## src/rtl/ps2_host_tx.sv

```systemverilog
// PS/2 host-to-device transmitter: request-to-send, bit shift on device clock, ACK check, timeout.
// Optional macro PS2_TX_GLITCH_FILTER_EN adds a 4-sample stability filter on the synced ps2_clk.
module ps2_host_tx #(
  parameter int INHIBIT_CYCLES = 5000,
  parameter int TIMEOUT_CYCLES = 750000,
  parameter int CNT_W          = 20
) (
  input  logic       clk,
  input  logic       rst,
  input  logic [7:0] tx_data,
  input  logic       tx_valid,
  output logic       tx_ready,
  input  logic       ps2_clk_in,
  input  logic       ps2_data_in,
  output logic       ps2_clk_drive_low,
  output logic       ps2_data_drive_low,
  output logic       busy,
  output logic       done,
  output logic       ack_ok,
  output logic       error
);

  typedef enum logic [2:0] {IDLE, INHIBIT, REQ, XFER, WAIT_IDLE} state_t;
  state_t state, state_nx;

  logic             clk_s1, clk_s2, data_s1, data_s2;
  logic             clk_cur, clk_q, fe, tmo;
  logic [CNT_W-1:0] cnt;
  logic [3:0]       nbit;
  logic [8:0]       sh;
  logic             data_low, ack_q;

  // Lines idle high, so synchronizers reset to 1 to avoid a false edge after reset.
  always_ff @(posedge clk) begin
    if (rst) begin
      clk_s1  <= 1'b1;
      clk_s2  <= 1'b1;
      data_s1 <= 1'b1;
      data_s2 <= 1'b1;
    end else begin
      clk_s1  <= ps2_clk_in;
      clk_s2  <= clk_s1;
      data_s1 <= ps2_data_in;
      data_s2 <= data_s1;
    end
  end

`ifdef PS2_TX_GLITCH_FILTER_EN
  logic [2:0] hist;
  logic       clk_hold;

  always_comb begin
    clk_cur = clk_hold;
    if (&{hist, clk_s2})       clk_cur = 1'b1;
    else if (~|{hist, clk_s2}) clk_cur = 1'b0;
  end

  always_ff @(posedge clk) begin
    if (rst) begin
      hist     <= 3'b111;
      clk_hold <= 1'b1;
    end else begin
      hist     <= {hist[1:0], clk_s2};
      clk_hold <= clk_cur;
    end
  end
`else
  assign clk_cur = clk_s2;
`endif

  always_ff @(posedge clk) begin
    if (rst) clk_q <= 1'b1;
    else     clk_q <= clk_cur;
  end

  assign fe  = clk_q & ~clk_cur;
  assign tmo = ((state == XFER) || (state == WAIT_IDLE)) && (cnt == CNT_W'(TIMEOUT_CYCLES));

  always_comb begin
    state_nx = state;
    done     = 1'b0;
    error    = 1'b0;
    case (state)
      IDLE:      if (tx_valid) state_nx = INHIBIT;
      INHIBIT:   if (cnt == CNT_W'(INHIBIT_CYCLES - 1)) state_nx = REQ;
      REQ:       state_nx = XFER;
      XFER: begin
        if (tmo) begin
          error    = 1'b1;
          state_nx = IDLE;
        end else if (fe && nbit == 4'd10) begin
          state_nx = WAIT_IDLE;
        end
      end
      WAIT_IDLE: begin
        if (tmo) begin
          error    = 1'b1;
          state_nx = IDLE;
        end else if (clk_cur && data_s2) begin
          done     = 1'b1;
          state_nx = IDLE;
        end
      end
      default:   state_nx = IDLE;
    endcase
  end

  always_ff @(posedge clk) begin
    if (rst) begin
      state    <= IDLE;
      cnt      <= '0;
      nbit     <= '0;
      sh       <= '0;
      data_low <= 1'b0;
      ack_q    <= 1'b0;
    end else begin
      state <= state_nx;
      case (state)
        IDLE: begin
          cnt      <= '0;
          nbit     <= '0;
          data_low <= 1'b0;
          if (tx_valid) sh <= {~^tx_data, tx_data};
        end
        INHIBIT: begin
          cnt <= cnt + 1'b1;
          if (state_nx == REQ) begin
            cnt      <= '0;
            data_low <= 1'b1;
          end
        end
        REQ: cnt <= '0;
        XFER, WAIT_IDLE: begin
          cnt <= cnt + 1'b1;
          if (tmo) begin
            data_low <= 1'b0;
            ack_q    <= 1'b0;
          end else if (state == XFER && fe) begin
            // fe 1..9 put data then parity on the line; fe 10 releases it; fe 11 samples ACK.
            nbit <= nbit + 1'b1;
            if (nbit < 4'd9) begin
              data_low <= ~sh[0];
              sh       <= {1'b0, sh[8:1]};
            end else if (nbit == 4'd9) begin
              data_low <= 1'b0;
            end else begin
              ack_q <= ~data_s2;
            end
          end
        end
        default: ;
      endcase
    end
  end

  assign tx_ready           = (state == IDLE);
  assign busy               = (state != IDLE);
  assign ps2_clk_drive_low  = (state == INHIBIT) || (state == REQ);
  assign ps2_data_drive_low = data_low & ~tmo;
  assign ack_ok             = ack_q;

endmodule

```

## config.mk

```make
export PLATFORM = sky130hd
export DESIGN_NAME = ps2_host_tx
export DESIGN_NICKNAME = d
export VERILOG_FILES = /design/src/rtl/ps2_host_tx.sv
export SDC_FILE = /design/constraint.sdc
export NUM_CORES = 1
export LEC_CHECK = 0
export CAP_MARGIN = 20
export CORE_ASPECT_RATIO = 0.5
export CORE_MARGIN = 4
export CORE_UTILIZATION = 35
export CTS_CLUSTER_SIZE = 10
export DETAILED_ROUTE_END_ITERATION = 8
export PLACE_DENSITY = 0.61
export SLEW_MARGIN = 20
export SYNTH_ARGS = -nofsm -noshare
export SYNTH_HDL_FRONTEND = slang
export SYNTH_SLANG_ARGS = --single-unit
```

## constraint.sdc

```tcl
create_clock -name clk -period 1.7 [get_ports clk]
set_input_delay 0.34 -clock clk [delete_from_list [all_inputs] [get_ports clk]]
set_output_delay 0.34 -clock clk [all_outputs]
set_load 0.05 [all_outputs]
```

# Word-level counts from Yosys, hierarchy flattened
# Index checks and enable logic that the tools add are counted.
# W data, S select, Z words.
# op_classes
add_sub_neg,2
magnitude_cmp,1
n_eq_ne,18
mux,32
bitwise,6
n_reduce_logical,19
# op_table
operator,count
$pmux W20 S3,1
$mux W9,4
$add A20 B1 Y20 const B,1
$eq A20 B13 Y1 const B,1
$eq A20 B20 Y1 const B,1
$mux W20,1
$mux W3,6
$pmux W9 S2,1
$pmux W3 S5,1
$mux W1,14
$ne A2 B2 Y1 const B,5
$eq A3 B2 Y1 const B,3
$reduce_bool A3 Y1,3
$eq A4 B4 Y1 const B,2
$mux W4,2
$pmux W4 S2,1
$reduce_and A4 Y1,2
$reduce_xnor A8 Y1,1
$reduce_and A5 Y1,1
$add A4 B1 Y4 const B,1
$logic_and A1 B1 Y1,4
$lt A4 B4 Y1 const B,1
$ne A2 B1 Y1 const B,2
$ne A4 B1 Y1 const B,1
other kinds (11),18
# totals
regBits,43
in_bits,13
output_inout_bits,7
elab_cells,89

# Depth between registers and ports, before layout
# depth
word_depth,9
depth_mapped,8
depth_no_buf,7

# Worst setup path after synthesis
# No wires, ideal clock.
# synth_path
path_kind,register to output
from,reg cnt[11]
to,out ps2_data_drive_low
t_arrival_ps,2403
required_ps,1360
slack_ps,-1043
stages_incl_launch_ff,6
n_path_buf,0
path_cell_list,dfxtp_1 -> or4_1 -> nor2_2 -> nand4_1 -> nor2_1 -> nor2b_1
# synth_via
elab_chain_cells,4
# synth_lines
element,line_no,source
"start, declared",28,logic [CNT_W-1:0] cnt;
"start signal, assigned",126,cnt <= cnt + 1'b1;
"start signal, assigned",134,cnt <= cnt + 1'b1;
$eq A20 B20 Y1,77,assign tmo = ((state == XFER) || (state == WAIT_IDLE)) && (cnt == CNT_W'(TIMEOUT_CYCLES));
$logic_and A1 B1 Y1,77,
$not A1 Y1,159,assign ps2_data_drive_low = data_low & ~tmo;
$and A1 B1 Y1,159,
"end, declared",16,"output logic ps2_data_drive_low,"
# No other way between the ends.

# Final worst setup path
# layout_path
from,reg cnt[18]
to,out done
# layout_via
elab_chain_cells,4
# layout_lines
element,line_no,source
$eq A20 B20 Y1,77,
$logic_and A1 B1 Y1,77,
$mux W1,96,if (tmo) begin
$mux W1,83,case (state)
"end, declared",18,"output logic done,"
# No other way between the ends.

==> flow_summary.ini <==
[outcome]
outcome = finished with violations
violations = setup timing

[final_layout]
layout-drive-gt1-share_pct = 48.6
final_nets = 370
area_growth_pct = 61.5
antennaDiodeCount = 0
final_area_um2 = 3720
fin_util_pct = 59.7
n_fill_cell = 480

[placed_design]
port_buffers = 19
placed_cell_area_um2 = 3060
hpwl_mm = 4.02
finalWeightedCongestion = 0.860

[floorplanning]
core-area_um2 = 6230
die_h_um = 65.4
die_area_um2 = 8030
start_util_pct = 37.0
io-pin-count = 20
fp-row-count = 20
dieWidth_um = 123

[timing]
rsz0062_at_grt = yes
period_minus_slack_ns = 2.22
tightest_slew_ns = 0.344
finalCritPeriodShare_pct = 131
slew_violations = 0
timing_hold_violations_final = 0
finalSetupViolations = 41
fin_ws_ns = -0.520
worst_clock_skew_ns = 0.00539
fmax_ghz = 0.450
slew_headroom_pct = 76.9

[min_path]
whs_path_depth = 1
min_from = data_s1
whs_endpoint = data_s2
min_path_type = register to register

[critical_path]
worst_path_max_delay_cell = or4_4
regToRegSetupSlack_ns = -0.36
required_ns = 1.36
crit_arrival_ns = 1.88
reg2reg_depth = 8
critPathKind = register to output port
r2r-end = state[1]
crit_fanout = 3
end_kind = output port
cp_top_family = simple AND/OR/NAND/NOR gates
cp-start-kind = register
timing.rr.start = cnt[18]
critPathBufInv = 1
crit_chain = or4_4, nor2_4, nand4_1, and3b_2, buf_6
slowest_delay_ns = 0.55

[logic_synthesis]
synth_seq_area_share_pct = 37.4
netlist_area_um2 = 2300
synthesis.nets = 282
ys_warn_count = 0
synth_cells = 263
synth_edf_count = 0
post_synth.cell_area_avg_um2 = 8.76
ys_ff_latch = 43
synthDistinctLibCells = 54
async_flop_share_pct = 0
yosys_most_used_dff = dfxtp_1

[power_and_ir_drop]
leakage_nw = 1.41
ir_drop_mv = 0.363
power_density_nw_per_um2 = 643

[cts]
cts_tree = yes
cts_buffers = 5
clockBufferDepth = 2
htreeDepth = 2
cts_hold_buf = 0
clk_latency_ns = 0.28
root_buffer = clkbuf_16
clkSinkCount = 43
clk_pin_slew_ns = 0.06

[global_route]
grt_usage_pct = 15.7
grt_pass1_wl_mm = 10.1
grt.overflow.total = 0
grt_pass1_vias = 2217
grt_max_degree = 20
grt_antenna_before_repair = 0

[route]
drt-total-wl_mm = 6.51
viasPerCell = 5.00
ant_nets = 0
drtIter0Drc = 106
firstDrtPassIters = 4
num_vias = 2201
drc = 0
wl_per_cell_um = 14.8

[run]
max_cap_violations = 0
==> worst max-delay path by stage <==
stage | start | to | slack, ns | depth (start not counted)
finish | cnt[18] | done | -0.52 | 5
CTS | cnt[18] | done | -0.53 | 5
detailed placement | tx_valid | sh[6] | -0.37 | 8
global route | cnt[18] | done | -0.54 | 5
global placement | tx_valid | sh[2] | -0.35 | 8
floorplan | cnt[18] | ps2_data_drive_low | -0.38 | 5
==> synth_stat cells, types with 2 or more instances <==
master / n / area (µm²)
a211oi_1: 9 / 67.6
a21oi_1: 9 / 45.0
a31oi_1: 3 / 18.8
and2_1: 3 / 18.8
and3_1: 4 / 25.0
and3b_1: 2 / 17.5
and4b_1: 2 / 20.0
buf_2: 2 / 10.0
buf_4: 2 / 15.0
buf_6: 2 / 22.5
clkbuf_1: 3 / 11.3
dfxtp_1: 43 / 861
ha_1: 6 / 75.1
inv_1: 12 / 45.0
mux2i_1: 8 / 80.1
nand2_1: 14 / 52.6
nand2b_1: 4 / 25.0
nand3_1: 6 / 30.0
nand3b_1: 2 / 15.0
nand4_1: 6 / 37.5
nor2_1: 38 / 143
nor2_2: 2 / 12.5
nor2b_1: 3 / 18.8
nor3_1: 9 / 45.0
nor4_1: 2 / 12.5
o21ai_0: 4 / 20.0
o21ai_2: 2 / 17.5
or2_2: 6 / 37.5
or3_1: 4 / 25.0
xnor2_1: 20 / 175
xor2_1: 8 / 70.1
==> worst reg2reg max path, stage by stage (launching register included) <==
cell	delay (ns)
dfxtp_2	0.32
or4_4	0.55
buf_4	0.15
buf_6	0.12
or2_4	0.25
buf_4	0.14
o21ai_2	0.12
a311o_1	0.23
nor2_1	0.07
==> placed cells by master, fill, tap and decap left out, types with 3 or more instances in the layout <==
master           count
nor2_2              19
nand4_1              6
nor2_4              10
nand2_1             12
buf_4               54
nand3_1              6
a21oi_1              5
nor3_1               7
ha_1                 6
or2_2                5
clkdlybuf4s50_1     12
dfxtp_1             36
nand2b_1             3
a21oi_2              4
xnor2_1             20
buf_12               7
and3_1               3
mux2i_1              8
xor2_1               8
inv_1                9
clkbuf_16            7
a211oi_2             8
buf_6               14
dfxtp_2              7
nor2_1              11
or3_1                3
==> cell families after synthesis <==
group | share of synthesized area [%]
compound gates | 12.7
mux | 3.96
flops | 37.4
buf+inv | 4.51
xor+xnor | 10.6
fa+ha+maj | 3.26
simple gates | 27.6
==> repair_timing <==
item | CTS | global route
setup buffers | 6 | 11
pin swaps | 15 | 12
endpoints found under the setup margin | 43 | 43
gates cloned | 1 | 3
resized for setup | 46 | 50
==> area by class of cell <==
class	instances	area (µm²)	share of cell area, %
sequential	43	870	23.4
timing repair buffer	90	888	23.9
multi-input combinational	199	1660	44.6
tap	88	110	2.96
clock inverter	1	5.00	0.134
inverter	12	56.3	1.51
clock buffer	7	133	3.56
==> metal layers <==
metal  GRT usage (%)  vias to the layer above  routed length [µm]
met5               0                        -                   0
met4            5.02                        0                  81
met3            3.44                        9                 189
met2            27.1                       24                3240
met1            19.7                     1073                3000
li1                -                     1095                   -
==> flip-flops by register name, indices dropped and copies added, names as in the netlist <==
| register | count |
|---|---|
| cnt | 20 |
| sh | 9 |
| nbit | 4 |
| state | 3 |
| ack_ok | 1 |
| clk_cur | 1 |
| clk_q | 1 |
| clk_s1 | 1 |
| data_low | 1 |
| data_s1 | 1 |
| data_s2 | 1 |
==> power by group <==
| group | total [mW] | internal (mW) | switching (mW) | leakage (nW) |
|---|---|---|---|---|
| logic | 0.393 | 0.206 | 0.187 | 0.993 |
| clock network | 0.935 | 0.544 | 0.391 | 0.0679 |
| registers | 1.07 | 1.04 | 0.0272 | 0.353 |
==> metrics by stage <==
step | power (mW) | setup TNS (ns) | hold slack [ns] | worst slack, ns | instances
after floorplan | 1.24 | -2.63 | 0.389 | -0.381 | 263
after global placement | 1.36 | -6.86 | 0.404 | -0.351 | 414
after detailed placement | 1.36 | -7.47 | 0.410 | -0.375 | 414
after CTS | 2.33 | -6.75 | 0.422 | -0.527 | 428
after global routing | 2.47 | -10.72 | 0.443 | -0.542 | 440
final | 2.39 | -8.46 | 0.421 | -0.520 | 440
Note: power is estimated with default switching activity, not from simulation.
